--- config.mk ---
export PLATFORM = sky130hd
export DESIGN_NAME = atri_samplemon_loader
export DESIGN_NICKNAME = d
export VERILOG_FILES = /design/src/rtl/atri_samplemon_loader_pkg.sv /design/src/rtl/atri_samplemon_word_assembler.sv /design/src/rtl/atri_samplemon_loader.sv
export SDC_FILE = /design/constraint.sdc
export NUM_CORES = 1
export LEC_CHECK = 0
export BUFFER_PORTS_ARGS = -buffer_cell sky130_fd_sc_hd__buf_4
export CAP_MARGIN = 20
export CORE_UTILIZATION = 55
export DETAILED_ROUTE_END_ITERATION = 7
export PLACE_DENSITY_LB_ADDON = 0.05
export SLEW_MARGIN = 5
export SYNTH_ARGS = -nofsm -noshare
export SYNTH_HDL_FRONTEND = slang
export SYNTH_SLANG_ARGS = --single-unit
--- constraint.sdc ---
create_clock -name clk -period 3.33 [get_ports clk]
set_input_delay 0.1665 -clock clk [delete_from_list [all_inputs] [get_ports clk]]
set_output_delay 0.1665 -clock clk [all_outputs]
set_load 0.05 [all_outputs]
--- src/rtl/atri_samplemon_loader_pkg.sv ---
// Shared constants and state encoding for the sample-monitor program loader.
// PicoBlaze program RAM is 1024 x 18.
package atri_samplemon_loader_pkg;
   localparam int PROG_DEPTH  = 1024;
   localparam int INSTR_WIDTH = 18;
   localparam int ADDR_WIDTH  = 10;

   typedef enum logic [2:0] {
      S_IDLE,
      S_LOAD,
      S_FILL,
      S_HOLD,
      S_DONE,
      S_ERROR
   } state_t;
endpackage

--- src/rtl/atri_samplemon_word_assembler.sv ---
// Packs three host bytes (MSB first) into one 18-bit instruction word.
// Phase 0 byte may only carry the two top bits.
module atri_samplemon_word_assembler
   import atri_samplemon_loader_pkg::*;
(
   input  logic                   clk,
   input  logic                   rst,
   input  logic                   clear,
   input  logic                   accept,
   input  logic [7:0]             data,
   output logic                   word_valid,
   output logic [INSTR_WIDTH-1:0] word,
   output logic                   phase_err,
   output logic [1:0]             phase
);
   logic [9:0] hi;

   assign phase_err  = accept && (phase == 2'd0) && (data[7:2] != 6'd0);
   assign word_valid = accept && (phase == 2'd2);
   assign word       = {hi, data};

   always_ff @(posedge clk or posedge rst) begin
      if (rst) begin
         phase <= 2'd0;
         hi    <= '0;
      end else if (clear) begin
         phase <= 2'd0;
         hi    <= '0;
      end else if (accept && !phase_err) begin
         unique case (phase)
            2'd0: begin
               hi[9:8] <= data[1:0];
               phase   <= 2'd1;
            end
            2'd1: begin
               hi[7:0] <= data;
               phase   <= 2'd2;
            end
            default: phase <= 2'd0;
         endcase
      end
   end
endmodule

--- src/rtl/atri_samplemon_loader.sv ---
// Run-time loader for the sample-monitor PicoBlaze program RAM.
// Holds the processor in reset until a complete image is written.
module atri_samplemon_loader
   import atri_samplemon_loader_pkg::*;
#(
   parameter bit FILL_UNUSED   = 1'b1,
   parameter int RELEASE_DELAY = 16
)(
   input  logic        clk,
   input  logic        rst,
   input  logic        load_start,
   input  logic        load_end,
   input  logic        data_valid,
   input  logic [7:0]  data,
   output logic        data_ready,
   output logic        ram_we,
   output logic [9:0]  ram_addr,
   output logic [17:0] ram_data,
   output logic        proc_reset,
   output logic        busy,
   output logic        done,
   output logic        error,
   output logic [17:0] checksum,
   output logic [10:0] word_count
);
   state_t      state, state_n;
   logic        accept;
   logic        word_valid, phase_err;
   logic [17:0] word;
   logic [1:0]  phase;
   logic [10:0] addr_next;
   logic [7:0]  hold_cnt;
   logic        wr_img, wr_fill;
   logic        full, end_ok;
   logic [10:0] words_after;

   assign data_ready = (state == S_LOAD);
   assign accept     = data_valid & data_ready;
   assign busy       = (state == S_LOAD) || (state == S_FILL) ||
                       (state == S_HOLD);
   assign done       = (state == S_DONE);
   assign error      = (state == S_ERROR);
   assign proc_reset = (state != S_DONE);

   assign full        = (word_count == 11'(PROG_DEPTH));
   assign words_after = word_count + 11'(word_valid);
   // image end is clean only on a word boundary with at least one word
   assign end_ok      = (word_valid || (!accept && phase == 2'd0)) &&
                        (words_after != 11'd0);

   atri_samplemon_word_assembler u_asm (
      .clk        (clk),
      .rst        (rst),
      .clear      (load_start),
      .accept     (accept),
      .data       (data),
      .word_valid (word_valid),
      .word       (word),
      .phase_err  (phase_err),
      .phase      (phase)
   );

   always_ff @(posedge clk or posedge rst) begin
      if (rst) state <= S_IDLE;
      else     state <= state_n;
   end

   always_comb begin
      state_n = state;
      wr_img  = 1'b0;
      wr_fill = 1'b0;
      unique case (state)
         S_LOAD: begin
            if (accept && (full || phase_err)) begin
               state_n = S_ERROR;
            end else begin
               wr_img = word_valid;
               if (load_end) begin
                  if (!end_ok)
                     state_n = S_ERROR;
                  else if (FILL_UNUSED && words_after < 11'(PROG_DEPTH))
                     state_n = S_FILL;
                  else
                     state_n = S_HOLD;
               end
            end
         end
         S_FILL: begin
            wr_fill = 1'b1;
            if (addr_next == 11'(PROG_DEPTH - 1)) state_n = S_HOLD;
         end
         S_HOLD: begin
            if (hold_cnt == 8'(RELEASE_DELAY - 1)) state_n = S_DONE;
         end
         default: ;
      endcase
      if (load_start) begin
         state_n = S_LOAD;
         wr_img  = 1'b0;
         wr_fill = 1'b0;
      end
   end

   always_ff @(posedge clk or posedge rst) begin
      if (rst) begin
         ram_we     <= 1'b0;
         ram_addr   <= '0;
         ram_data   <= '0;
         checksum   <= '0;
         word_count <= '0;
         addr_next  <= '0;
         hold_cnt   <= '0;
      end else begin
         ram_we <= wr_img | wr_fill;
         if (load_start) begin
            ram_addr   <= '0;
            checksum   <= '0;
            word_count <= '0;
            addr_next  <= '0;
            hold_cnt   <= '0;
         end else begin
            if (wr_img) begin
               ram_addr   <= addr_next[9:0];
               ram_data   <= word;
               checksum   <= checksum + word;
               word_count <= word_count + 11'd1;
               addr_next  <= addr_next + 11'd1;
            end
            if (wr_fill) begin
               ram_addr  <= addr_next[9:0];
               ram_data  <= '0;
               addr_next <= addr_next + 11'd1;
            end
            if (state == S_HOLD) hold_cnt <= hold_cnt + 8'd1;
            else                 hold_cnt <= '0;
         end
      end
   end
endmodule

==> out/metrics.yaml, run 1 <==
outcome:
  status: "finished, final reports clean"
route:
  dr.pass1.iters: 4
  drtIter0Drc: 181
  drc: 0
  vias_per_cell: 5.98
  post_drt_wl_per_cell_um: 16.3
  vias: 4488
  wirelength_mm: 12.2
  ant_nets: 0
placed_design:
  routabilityCongestion: 0.856
  dp.cells: 734
  dp_hpwl_mm: 8.42
  io_buffers: 75
sta:
  max_slew_margin_pct: 41.8
  tightest_slew_ns: 0.862
  tns_ns: 0
  slew_viol_final: 0
  fin_skew_ns: 0.00980
  hold_slack_ns: 0.0474
  hold_viol: 0
  clock.fmax_mhz: 356
  post-route-period-util_pct: 84.3
  rsz0062_at_grt: "no"
  setup_viol: 0
  post-route-min-period_ns: 2.81
grt:
  antenna_found_initial: 0
  grt_usage_pct: 26.4
  grt_max_degree: 93
  grt_pass1_vias: 4193
  grt_pass1_wl_mm: 20.4
  overflow: 0
floorplan:
  fp.dieW_um: 98.7
  io_pins: 76
  dieHeight_um: 98.7
  num_rows: 34
  fp.coreArea_sq_mm: 0.00889
  floorplan.initialDensity_pct: 57.8
  die_area_sq_mm: 0.00974
synth:
  synth.distinct_cells: 61
  syn_inst: 573
  ys_warn_count: 0
  avgSynthCellArea_sq_um: 8.97
  synth_xor_area_share_pct: 5.28
  synth_mux_area_share_pct: 1.56
  syn_area_sq_mm: 0.00514
  async_reset_ff_share_pct: 100
  synth_compound_area_share_pct: 14.8
  synth_fp_nets: 610
  yosys.area.top_type: "dfrtp_1"
  seq_area_frac_synth_pct: 44.8
  synthAdderAreaFrac_pct: 5.99
  yosys.area_share.simple_pct: 24.2
  synth_top_family_by_area: "simple AND/OR/NAND/NOR gates"
  synth_edf_count: 0
  ys_ff_latch: 92
  synth_top_area_share_pct: 44.8
  synth_flop_cell: "dfrtp_1"
  synthTopCellsByArea: "dfrtp_1, nand2_1, ha_1, nor2_1, a21oi_1"
critical_path:
  rr_endpoint: "state[1]$_DFFE_PP0P_"
  r2r_setup_slack_ns: 0.52
  arrival_ns: 3.05
  worst_setup_path_start_kind: "register"
  path_delay_family: "simple AND/OR/NAND/NOR gates"
  endpoint_kind: "register"
  max_stage_delay_ns: 0.47
  r2r_cells: 9
  r2r-start: "state[1]$_DFFE_PP0P_"
  cp.required_ns: 3.57
  critPathSlowestCell: "dfrtp_1"
  critical_path_buf_inv_count: 0
  cp_cell_sequence: "nand4bb_4 -> nor3b_4 -> ha_1 -> ha_1 -> nand4_1 -> o2bb2ai_1 -> nand4_1 -> a21oi_1 -> o41ai_1"
  criticalPathCategory: "register to register"
  crit_fanout: 10
clock_tree:
  cts_max_level: 3
  cts_tree: "built"
  clock_latency_ns: 0.36
  cts_buffers: 9
  clk_pin_slew_ns: 0.09
  clockRootBuffer: "clkbuf_8"
  cts_resized: 0
  holdBufCountCts: 1
  cts_sinks: 92
  postCtsSetupBuffers: 0
  clockBufferDepth: 2
power_and_ir_drop:
  p_leak_nw: 2.86
  power_mw: 2.17
  powerDensity_mw_per_mm2: 362
  ir_drop_uv: 228
final_layout:
  final_cells: 751
  nNetsFinal: 675
  drive_above_1_share_pct: 16.2
  syn2layout_area_growth_pct: 16.3
  diodes: 0
hold_path:
  holdCritStartpoint: "data[2]"
  min_to: "ram_data[2]$_DFFE_PP0P_"
  hold_depth: 3
  hold_path_class: "input port to register"
run:
  cap_viol_max_count: 0
## cells in the mapped netlist, types with 4 or more instances
| cell | instances |
|---|---|
| ha_1 | 23 |
| clkbuf_1 | 12 |
| nor2b_1 | 4 |
| xnor2_1 | 15 |
| nor3_1 | 17 |
| a21oi_1 | 38 |
| and2_1 | 5 |
| o21ai_0 | 28 |
| dfrtp_1 | 92 |
| o211ai_1 | 6 |
| buf_2 | 10 |
| nor2_1 | 63 |
| o21a_1 | 4 |
| xor2_1 | 16 |
| or3_1 | 4 |
| a211oi_1 | 13 |
| inv_1 | 9 |
| nand2_1 | 98 |
| nand4_1 | 14 |
| a21o_1 | 6 |
| nand3_1 | 30 |
| mux2i_1 | 8 |
## sequential cells by signal, summed over array words and instances, names as in the netlist
register	cells
ram_data	18
u_asm.phase	2
state	3
hold_cnt	8
checksum	18
addr_next	11
word_count	11
u_asm.hi	10
ram_we	1
ram_addr	10
## layout make-up
| type | instances | area (sq um) |
|---|---|---|
| clock buffers | 11 | 141 |
| clock inverters | 5 | 60.1 |
| inverters | 10 | 38.8 |
| well taps | 108 | 135 |
| multi-input cells | 443 | 2670 |
| fillers | 721 | 2910 |
| flip-flops and latches | 92 | 2300 |
| repair buffers | 82 | 631 |
## cells in the final DEF, fill, tap and decap left out, types with 10 or more instances in the layout
| cell | instances |
|---|---|
| a211oi_1 | 12 |
| a21oi_1 | 38 |
| buf_4 | 80 |
| clkbuf_8 | 10 |
| dfrtp_1 | 92 |
| ha_1 | 23 |
| nand2_1 | 98 |
| nand3_1 | 30 |
| nand4_1 | 14 |
| nor2_1 | 63 |
| nor3_1 | 17 |
| o21ai_0 | 28 |
| xnor2_1 | 15 |
| xor2_1 | 16 |
## through the flow
stage | instance area (sq um) | setup slack [ns] | utilization (%)
2_1_floorplan | 5140 | 0.693 | -
3_3_place_gp | 5770 | 0.796 | 64.9
3_5_place_dp | 5770 | 0.596 | 64.9
4_1_cts | 5980 | 0.534 | 67.2
5_1_grt | 5980 | 0.245 | 67.2
6_report | 5980 | 0.524 | 67.2
## power breakdown
group          switching (mW)  total (mW)  internal [mW]  leakage (nW)
sequential             0.0188        1.14           1.12          1.28
combinational           0.174       0.254         0.0803          1.48
clock                   0.398       0.769          0.371        0.0999
total                   0.591        2.17           1.58          2.86
## per-layer routing
layer  part of all wire [%]  routed length (um)  GRT usage (%)  vias to the layer above
met5                      0                   0              0                        -
met3                    6.4                 787           3.97                       16
met4                    1.7                 202           9.18                        0
met2                     47                5730           42.3                      142
met1                     45                5510           36.9                     2170
li1                       -                   -              -                     2160
## cells by family after synthesis
| family | Yosys count |
|---|---|
| compound gates | 120 |
| xor+xnor | 31 |
| fa+ha+maj | 24 |
| buf+inv | 38 |
| flops | 92 |
| mux | 8 |
| simple gates | 260 |
## worst max-delay path by stage
stage                            start                       end  slack (ns)  cells past startpoint
2_1_floorplan  checksum[0]$_DFFE_PP0P_  checksum[16]$_DFFE_PP0P_        0.69                      8
3_3_place_gp      state[1]$_DFFE_PP0P_      state[1]$_DFFE_PP0P_        0.80                      9
3_5_place_dp      state[1]$_DFFE_PP0P_      state[1]$_DFFE_PP0P_        0.60                      9
4_1_cts           state[1]$_DFFE_PP0P_      state[1]$_DFFE_PP0P_        0.53                      9
5_1_grt           state[1]$_DFFE_PP0P_      state[1]$_DFFE_PP0P_        0.25                      9
6_report          state[1]$_DFFE_PP0P_      state[1]$_DFFE_PP0P_        0.52                      9
## worst min-delay path, cell delays in order
cell,delay [ns]
buf_4,0.11
nand2_1,0.05
nand2_1,0.05
Power figures use the tool's default switching activity.
==> inputs of run 2 (changes only) <==
--- a/config.mk
+++ b/config.mk
@@ -5,9 +5,10 @@
 export SDC_FILE = /design/constraint.sdc
 export NUM_CORES = 1
 export LEC_CHECK = 0
+export ABC_AREA = 1
 export BUFFER_PORTS_ARGS = -buffer_cell sky130_fd_sc_hd__buf_4
 export CAP_MARGIN = 20
-export CORE_UTILIZATION = 55
+export CORE_UTILIZATION = 52
 export DETAILED_ROUTE_END_ITERATION = 7
 export PLACE_DENSITY_LB_ADDON = 0.05
 export SLEW_MARGIN = 5
==> constraint.sdc (replaced) <==
create_clock -name clk -period 2.2 [get_ports clk]
set_input_delay 0.11 -clock clk [delete_from_list [all_inputs] [get_ports clk]]
set_output_delay 0.11 -clock clk [all_outputs]
set_load 0.05 [all_outputs]
==> run 2 against run 1 <==
  * Synthesized cell count rose by 24%
  * Largest power group unchanged
  * Fmax rose by 31%
  * Area after synthesis rose by 4.9%
  * Final cell count rose by 25%
  * Die area rose by 11%
  * Clock-buffer cell count fell by 1
  * Utilization fell by 1.6 points
  * Critical endpoint unchanged
  * Power rose by 99%
  * Wire length rose by 17%
==> out/metrics.yaml, run 2 <==
floorplan:
  num_rows: 36  # was 34
  io_pins: 76  # unchanged
  die_area_sq_mm: 0.0108  # was 0.00974 sq mm
  floorplan.initialDensity_pct: 54.4  # was 57.8%
  fp.dieW_um: 104  # was 98.7 um
  fp.coreArea_sq_mm: 0.00991  # was 0.00889 sq mm
  dieHeight_um: 104  # was 98.7 um
synth:
  synth_edf_count: 0  # unchanged
  ys_warn_count: 0  # unchanged
  synth_flop_cell: "dfrtp_1"  # unchanged
  synth_fp_nets: 747  # was 610
  synth_top_area_share_pct: 42.7  # was 44.8%
  synth_commonest_cells: "nand2_1, dfrtp_1, nor2_1, o21ai_0, inv_1"  # was nand2_1, dfrtp_1, nor2_1, a21oi_1, nand3_1
  synth.distinct_cells: 40  # was 61
  synthTopCellsByArea: "dfrtp_1, nand2_1, nor2_1, o21ai_0, ha_1"  # was dfrtp_1, nand2_1, ha_1, nor2_1, a21oi_1
  syn_inst: 710  # was 573
  async_reset_ff_share_pct: 100  # unchanged
  avgSynthCellArea_sq_um: 7.60  # was 8.97 sq um
  seq_area_frac_synth_pct: 42.7  # was 44.8%
  post-synth-top-count-cell: "nand2_1"  # unchanged
  yosys.area.top_type: "dfrtp_1"  # unchanged
  ys_ff_latch: 92  # unchanged
  syn_area_sq_mm: 0.00539  # was 0.00514 sq mm
critical_path:
  cp.required_ns: 2.46  # was 3.57 ns
  max_stage_delay_ns: 0.41  # was 0.47 ns
  worst_setup_path_start_kind: "register"  # unchanged
  endpoint_kind: "register"  # unchanged
  critPathSlowestCell: "dfrtp_1"  # unchanged
  crit_fanout: 4  # was 10
  crit_top_cell: "nand2_1"
  r2r-start: "state[2]$_DFFE_PP0P_"  # was state[1]$_DFFE_PP0P_
  path_delay_family: "simple AND/OR/NAND/NOR gates"  # unchanged
  rr_endpoint: "state[1]$_DFFE_PP0P_"  # unchanged
  r2r_setup_slack_ns: 0.06  # was 0.52 ns
  arrival_ns: 2.40  # was 3.05 ns
  cp_cell_sequence: "inv_2 -> nand3_4 -> nor2_8 -> nand3_4 -> inv_4 -> ha_4 -> ha_4 -> nand3_4 -> o21ai_2 -> nand2_1 -> nor2_1 -> nand2_1 -> nor2_1 -> nand2_1 -> nand2_2 -> nand2_1 -> nand2_1 -> nand2_1"  # was nand4bb_4 -> nor3b_4 -> ha_1 -> ha_1 -> nand4_1 -> o2bb2ai_1 -> nand4_1 -> a21oi_1 -> o41ai_1
  critical_path_buf_inv_count: 2  # was 0
  criticalPathCategory: "register to register"  # unchanged
  r2r_cells: 18  # was 9
final_layout:
  drive_above_1_share_pct: 18.3  # was 16.2%
  reg_top3: "checksum: 18 flops, ram_data: 18 flops"  # unchanged
  final_cell_mix: "nand2_1, buf_4, dfrtp_1"  # was nand2_1, dfrtp_1, buf_4
  mostFrequentLayoutCell: "nand2_1"  # unchanged
  nNetsFinal: 840  # was 675
  diodes: 0  # unchanged
  final_cells: 941  # was 751
  design_area_sq_mm: 0.00650  # was 0.00598 sq mm
  syn2layout_area_growth_pct: 20.6  # was 16.3%
placed_design:
  io_buffers: 75  # unchanged
  place_area_sq_mm: 0.00617  # was 0.00577 sq mm
  dp_hpwl_mm: 10.6  # was 8.42 mm
  dp.cells: 918  # was 734
  routabilityCongestion: 0.905  # was 0.856
  dp_slack_ns: -0.0165  # was 0.596 ns
power_and_ir_drop:
  p_leak_nw: 3.13  # was 2.86 nW
  ir_drop_uv: 458  # was 228 uV
  powerDensity_mw_per_mm2: 663  # was 362 mW/mm^2
hold_path:
  min_to: "u_asm.hi[7]$_DFFE_PP0P_"  # was ram_data[2]$_DFFE_PP0P_
  holdCritStartpoint: "data[7]"  # was data[2]
  hold_depth: 3  # unchanged
  hold_path_class: "input port to register"  # unchanged
grt:
  grt_usage_pct: 27.2  # was 26.4%
  grt_pass1_wl_mm: 23.5  # was 20.4 mm
  overflow: 0  # unchanged
  grt_max_degree: 55  # was 93
  antenna_found_initial: 0  # unchanged
  grt_pass1_vias: 4826  # was 4193
route:
  drtIter0Drc: 305  # was 181
  post_drt_wl_per_cell_um: 15.2  # was 16.3 um
  vias_per_cell: 5.38  # was 5.98
  vias: 5067  # was 4488
  dr.pass1.iters: 5  # was 4
  drc: 0  # unchanged
  ant_nets: 0  # unchanged
  wirelength_mm: 14.3  # was 12.2 mm
clock_tree:
  clockBufferDepth: 2  # unchanged
  cts_tree: "built"  # unchanged
  clk_pin_slew_ns: 0.10  # was 0.09 ns
  clockRootBuffer: "clkbuf_8"  # unchanged
  cts_max_level: 3  # unchanged
  clock_latency_ns: 0.37  # was 0.36 ns
  cts_buffers: 9  # unchanged
  cts_sinks: 92  # unchanged
sta:
  setup_viol: 0  # unchanged
  fin_skew_ns: 0.0118  # was 0.00980 ns
  max_slew_margin_pct: 69.9  # was 41.8%
  rsz0062_at_grt: "yes"  # was no
  clock.fmax_mhz: 467  # was 356 MHz
  tns_ns: 0  # unchanged
  tightest_slew_ns: 0.448  # was 0.862 ns
  post-route-min-period_ns: 2.14  # was 2.81 ns
  hold_viol: 0  # unchanged
  setup_slack_ns: 0.0593  # was 0.524 ns
  slew_viol_final: 0  # unchanged
  post-route-period-util_pct: 97.3  # was 84.3%
outcome:
  status: "finished, final reports clean"  # unchanged
run:
  cap_viol_max_count: 0  # unchanged
==> run 2: changes by cell type after synthesis, sizes merged, moves of 7 or more <==
cell,before,now
nand3,31,56
nor2,64,84
mux2i,8,0
nor3,17,7
inv,9,60
o21ai,28,80
a211oi,13,0
clkbuf,13,6
xnor2,15,6
nand2,98,208
==> run 2: worst min-delay path, stage by stage <==
cell and delay (ns):
buf_4 0.11, nand3_1 0.07, o21ai_0 0.06
==> run 2: power by group <==
part	switching (mW)	internal [mW]	leakage, nW
sequential	0.0885	1.79	1.27
clock	0.655	0.579	0.110
combinational	0.821	0.372	1.75
==> run 2: repair_timing <==
item	CTS	global route
gates cloned	0	0
pin swaps	1	7
endpoints found under the setup margin	1	17
hold buffers	1	0
hold endpoints to repair	11	0
resized for setup	1	15
buffers inserted	1	5
==> run 2: final cells by class <==
type | instances | area (sq um)
Multi-Input combinational cell | 537 | 2800
Sequential cell | 92 | 2300
Clock inverter | 6 | 76.3
Timing Repair Buffer | 101 | 777
Fill cell | 928 | 3400
Clock buffer | 10 | 138
Inverter | 62 | 243
Tap cell | 133 | 166
==> run 2: cell families after synthesis <==
logic type	after synthesis	share of synthesized area (%)
flops	92	42.7
xor+xnor	18	2.92
fa+ha+maj	24	5.71
compound gates	120	11.5
buf+inv	81	6.68
simple gates	375	30.5
==> run 2: how the worst max path moves through the flow <==
stage                    startpoint              endpoint  cells after the start
6_report       state[2]$_DFFE_PP0P_  state[1]$_DFFE_PP0P_                     18
5_1_grt        state[2]$_DFFE_PP0P_  state[1]$_DFFE_PP0P_                     18
4_1_cts        state[2]$_DFFE_PP0P_  state[1]$_DFFE_PP0P_                     18
3_5_place_dp   state[2]$_DFFE_PP0P_  state[1]$_DFFE_PP0P_                     18
3_3_place_gp   state[2]$_DFFE_PP0P_  state[1]$_DFFE_PP0P_                     18
2_1_floorplan  state[1]$_DFFE_PP0P_  state[1]$_DFFE_PP0P_                     18
==> run 2: metal layers <==
metal / up-vias / routed length (um) / track usage (%)
met5: - / 0 / 0
met4: 0 / 189 / 8.16
met3: 16 / 588 / 3.34
met2: 126 / 6910 / 45.8
met1: 2417 / 6620 / 36.9
li1: 2508 / - / -
==> run 2: per-stage QoR <==
| stage | utilization [%] | total power [mW] | hold WS (ns) |
|---|---|---|---|
| floorplan | - | 2.69 | 0.255 |
| global placement | 62.3 | 3.02 | 0.0957 |
| detailed placement | 62.3 | 3.04 | 0.104 |
| CTS | 64.7 | 4.29 | 0.00131 |
| global route | 65.6 | 4.51 | 0.00755 |
| finish | 65.6 | 4.31 | 0.0161 |
==> inputs of run 3 (changes only) <==
--- a/config.mk
+++ b/config.mk
@@ -8,8 +8,11 @@
 export ABC_AREA = 1
 export BUFFER_PORTS_ARGS = -buffer_cell sky130_fd_sc_hd__buf_4
 export CAP_MARGIN = 20
-export CORE_UTILIZATION = 52
+export CELL_PAD_IN_SITES_DETAIL_PLACEMENT = 0
+export CELL_PAD_IN_SITES_GLOBAL_PLACEMENT = 1
+export CORE_UTILIZATION = 38
 export DETAILED_ROUTE_END_ITERATION = 7
+export GPL_TIMING_DRIVEN = 0
 export PLACE_DENSITY_LB_ADDON = 0.05
 export SLEW_MARGIN = 5
 export SYNTH_ARGS = -nofsm -noshare
==> run 3 against run 2 <==
  * The flow now finishes with violations (negative setup slack)
  * Sequential power barely moved
  * Clock-buffer cell count up 1
  * Worst setup slack worse by 0.077 ns
  * Global-route usage fell by 5.7 points
  * Sequential cell count unchanged
  * Combinational power about the same
  * Die area up 36%
  * Critical endpoint unchanged
  * Highest routed layer unchanged
==> out/metrics.yaml, run 3 (synthesized netlist as in run 2, its figures left out) <==
outcome:
  status: "finished, violations left"  # was finished, final reports clean
  violations: "negative setup slack"
critical_path:
  criticalPathCategory: "register to register"  # unchanged
  cp_cell_sequence: "inv_2 -> nand3_4 -> nor2_8 -> nand3_4 -> inv_4 -> ha_4 -> ha_4 -> inv_1 -> nor2_2 -> nand2_1 -> nand2_1 -> nand4_1 -> nor2_1 -> nand2_2 -> nand2_2 -> nand2_1 -> nand2_1 -> nand2_1"  # was inv_2 -> nand3_4 -> nor2_8 -> nand3_4 -> inv_4 -> ha_4 -> ha_4 -> nand3_4 -> o21ai_2 -> nand2_1 -> nor2_1 -> nand2_1 -> nor2_1 -> nand2_1 -> nand2_2 -> nand2_1 -> nand2_1 -> nand2_1
  worst_setup_path_start_kind: "register"  # unchanged
  crit_top_cell: "nand2_1"  # unchanged
  rr_endpoint: "state[1]$_DFFE_PP0P_"  # unchanged
  max_stage_delay_ns: 0.40  # was 0.41 ns
  endpoint_kind: "register"  # unchanged
  cp.required_ns: 2.45  # was 2.46 ns
  r2r_setup_slack_ns: -0.02  # was 0.06 ns
  crit_fanout: 3  # was 4
  critPathSlowestCell: "dfrtp_1"  # unchanged
  r2r_cells: 18  # unchanged
  arrival_ns: 2.47  # was 2.40 ns
  r2r-start: "state[1]$_DFFE_PP0P_"  # was state[2]$_DFFE_PP0P_
sta:
  post-route-period-util_pct: 101  # was 97.3%
  hold_slack_ns: 0.0532  # was 0.0161 ns
  rsz0062_at_grt: "yes"  # unchanged
  post-route-min-period_ns: 2.22  # was 2.14 ns
  setup_slack_ns: -0.0176  # was 0.0593 ns
  tns_ns: -0.0176  # was 0 ns
  hold_viol: 0  # unchanged
  slew_viol_final: 0  # unchanged
  fin_skew_ns: 0.0116  # was 0.0118 ns
  max_slew_margin_pct: 60.7  # was 69.9%
  clock.fmax_mhz: 451  # was 467 MHz
  setup_viol: 1  # was 0
  tightest_slew_ns: 0.590  # was 0.448 ns
power_and_ir_drop:
  p_leak_nw: 3.21  # was 3.13 nW
  powerDensity_mw_per_mm2: 682  # was 663 mW/mm^2
  power_mw: 4.60  # was 4.31 mW
  ir_drop_uv: 421  # was 458 uV
route:
  drc: 0  # unchanged
  dr.pass1.iters: 5  # unchanged
  ant_nets: 0  # unchanged
  wirelength_mm: 15.2  # was 14.3 mm
  drtIter0Drc: 407  # was 305
  post_drt_wl_per_cell_um: 15.3  # was 15.2 um
  vias: 5026  # was 5067
  vias_per_cell: 5.05  # was 5.38
placed_design:
  io_buffers: 74  # was 75
  place_area_sq_mm: 0.00625  # was 0.00617 sq mm
  dp.cells: 967  # was 918
  routabilityCongestion: 0.868  # was 0.905
  dp_hpwl_mm: 11.6  # was 10.6 mm
  dp_slack_ns: -0.332  # was -0.0165 ns
final_layout:
  utilization_pct: 48.6  # was 65.6%
  reg_top3: "checksum: 18 flops, ram_data: 18 flops"  # unchanged
  diodes: 0  # unchanged
  design_area_sq_mm: 0.00674  # was 0.00650 sq mm
  fill_cells: 1410  # was 928
  final_cell_mix: "nand2_1, dfrtp_1, buf_4"  # was nand2_1, buf_4, dfrtp_1
  mostFrequentLayoutCell: "nand2_1"  # unchanged
  nNetsFinal: 848  # was 840
  drive_above_1_share_pct: 19.7  # was 18.3%
  final_cells: 996  # was 941
  syn2layout_area_growth_pct: 25.0  # was 20.6%
floorplan:
  floorplan.initialDensity_pct: 38.8  # was 54.4%
  num_rows: 43  # was 36
  fp.coreArea_sq_mm: 0.0139  # was 0.00991 sq mm
  io_pins: 76  # unchanged
  die_area_sq_mm: 0.0147  # was 0.0108 sq mm
  dieHeight_um: 121  # was 104 um
  fp.dieW_um: 121  # was 104 um
hold_path:
  hold_path_class: "input port to register"  # unchanged
  holdCritStartpoint: "data[7]"  # unchanged
  min_to: "ram_data[7]$_DFFE_PP0P_"  # was u_asm.hi[7]$_DFFE_PP0P_
  hold_depth: 3  # unchanged
grt:
  antenna_found_initial: 0  # unchanged
  grt_usage_pct: 21.5  # was 27.2%
  grt_pass1_wl_mm: 24.4  # was 23.5 mm
  grt_max_degree: 28  # was 55
  overflow: 0  # unchanged
  grt_pass1_vias: 4667  # was 4826
clock_tree:
  cts_buffers: 9  # unchanged
  clk_pin_slew_ns: 0.07  # was 0.10 ns
  clock_latency_ns: 0.35  # was 0.37 ns
  cts_sinks: 92  # unchanged
  clockBufferDepth: 2  # unchanged
  cts_tree: "built"  # unchanged
  clockRootBuffer: "clkbuf_16"  # was clkbuf_8
  cts_max_level: 3  # unchanged
run:
  cap_viol_max_count: 0  # unchanged
[run 3: layer usage]
metal / wire, um / GRT usage [%]
met4: 254 / 6.56
met2: 6900 / 34.0
met5: 0 / 0
met1: 7560 / 30.6
met3: 498 / 2.77
[run 3: where the power goes]
part / switching, mW / internal [mW]
Sequential: 0.108 / 1.80
Combinational: 0.797 / 0.360
Clock: 0.707 / 0.831
[run 3: area by class of cell]
| class | count | area (sq um) | share of cell area [%] |
|---|---|---|---|
| clock buffers | 11 | 253 | 3.75 |
| repair buffers | 90 | 719 | 10.7 |
| flip-flops and latches | 92 | 2310 | 34.2 |
| clock inverters | 5 | 35.0 | 0.520 |
| inverters | 62 | 245 | 3.64 |
| well taps | 180 | 225 | 3.34 |
| multi-input cells | 537 | 2830 | 42.0 |
| plain buffers | 19 | 129 | 1.91 |
[run 3: worst max-delay path, delay by kind of cell, from the launching register on]
family                   cells  cell delay, ns
buffers and inverters        3            0.26
adder cells (fa/ha/maj)      2            0.29
flip-flops                   1            0.40
AND/OR/NAND/NOR             13            1.17
[run 3: worst max path at each step]
stage | startpoint | to | slack, ns
2_1_floorplan | state[1]$_DFFE_PP0P_ | state[1]$_DFFE_PP0P_ | 0.02
3_3_place_gp | state[1]$_DFFE_PP0P_ | state[1]$_DFFE_PP0P_ | -0.26
3_5_place_dp | state[2]$_DFFE_PP0P_ | state[1]$_DFFE_PP0P_ | -0.33
4_1_cts | state[2]$_DFFE_PP0P_ | state[1]$_DFFE_PP0P_ | 0.02
5_1_grt | state[2]$_DFFE_PP0P_ | state[1]$_DFFE_PP0P_ | -0.19
6_report | state[1]$_DFFE_PP0P_ | state[1]$_DFFE_PP0P_ | -0.02
[run 3: timing repair]
item	4_1_cts	5_1_grt
gates resized for setup	12	16
pin swaps	2	7
setup buffers	6	6
hold buffers	1	0
endpoints found under the setup margin	8	52
hold endpoints to repair	15	0
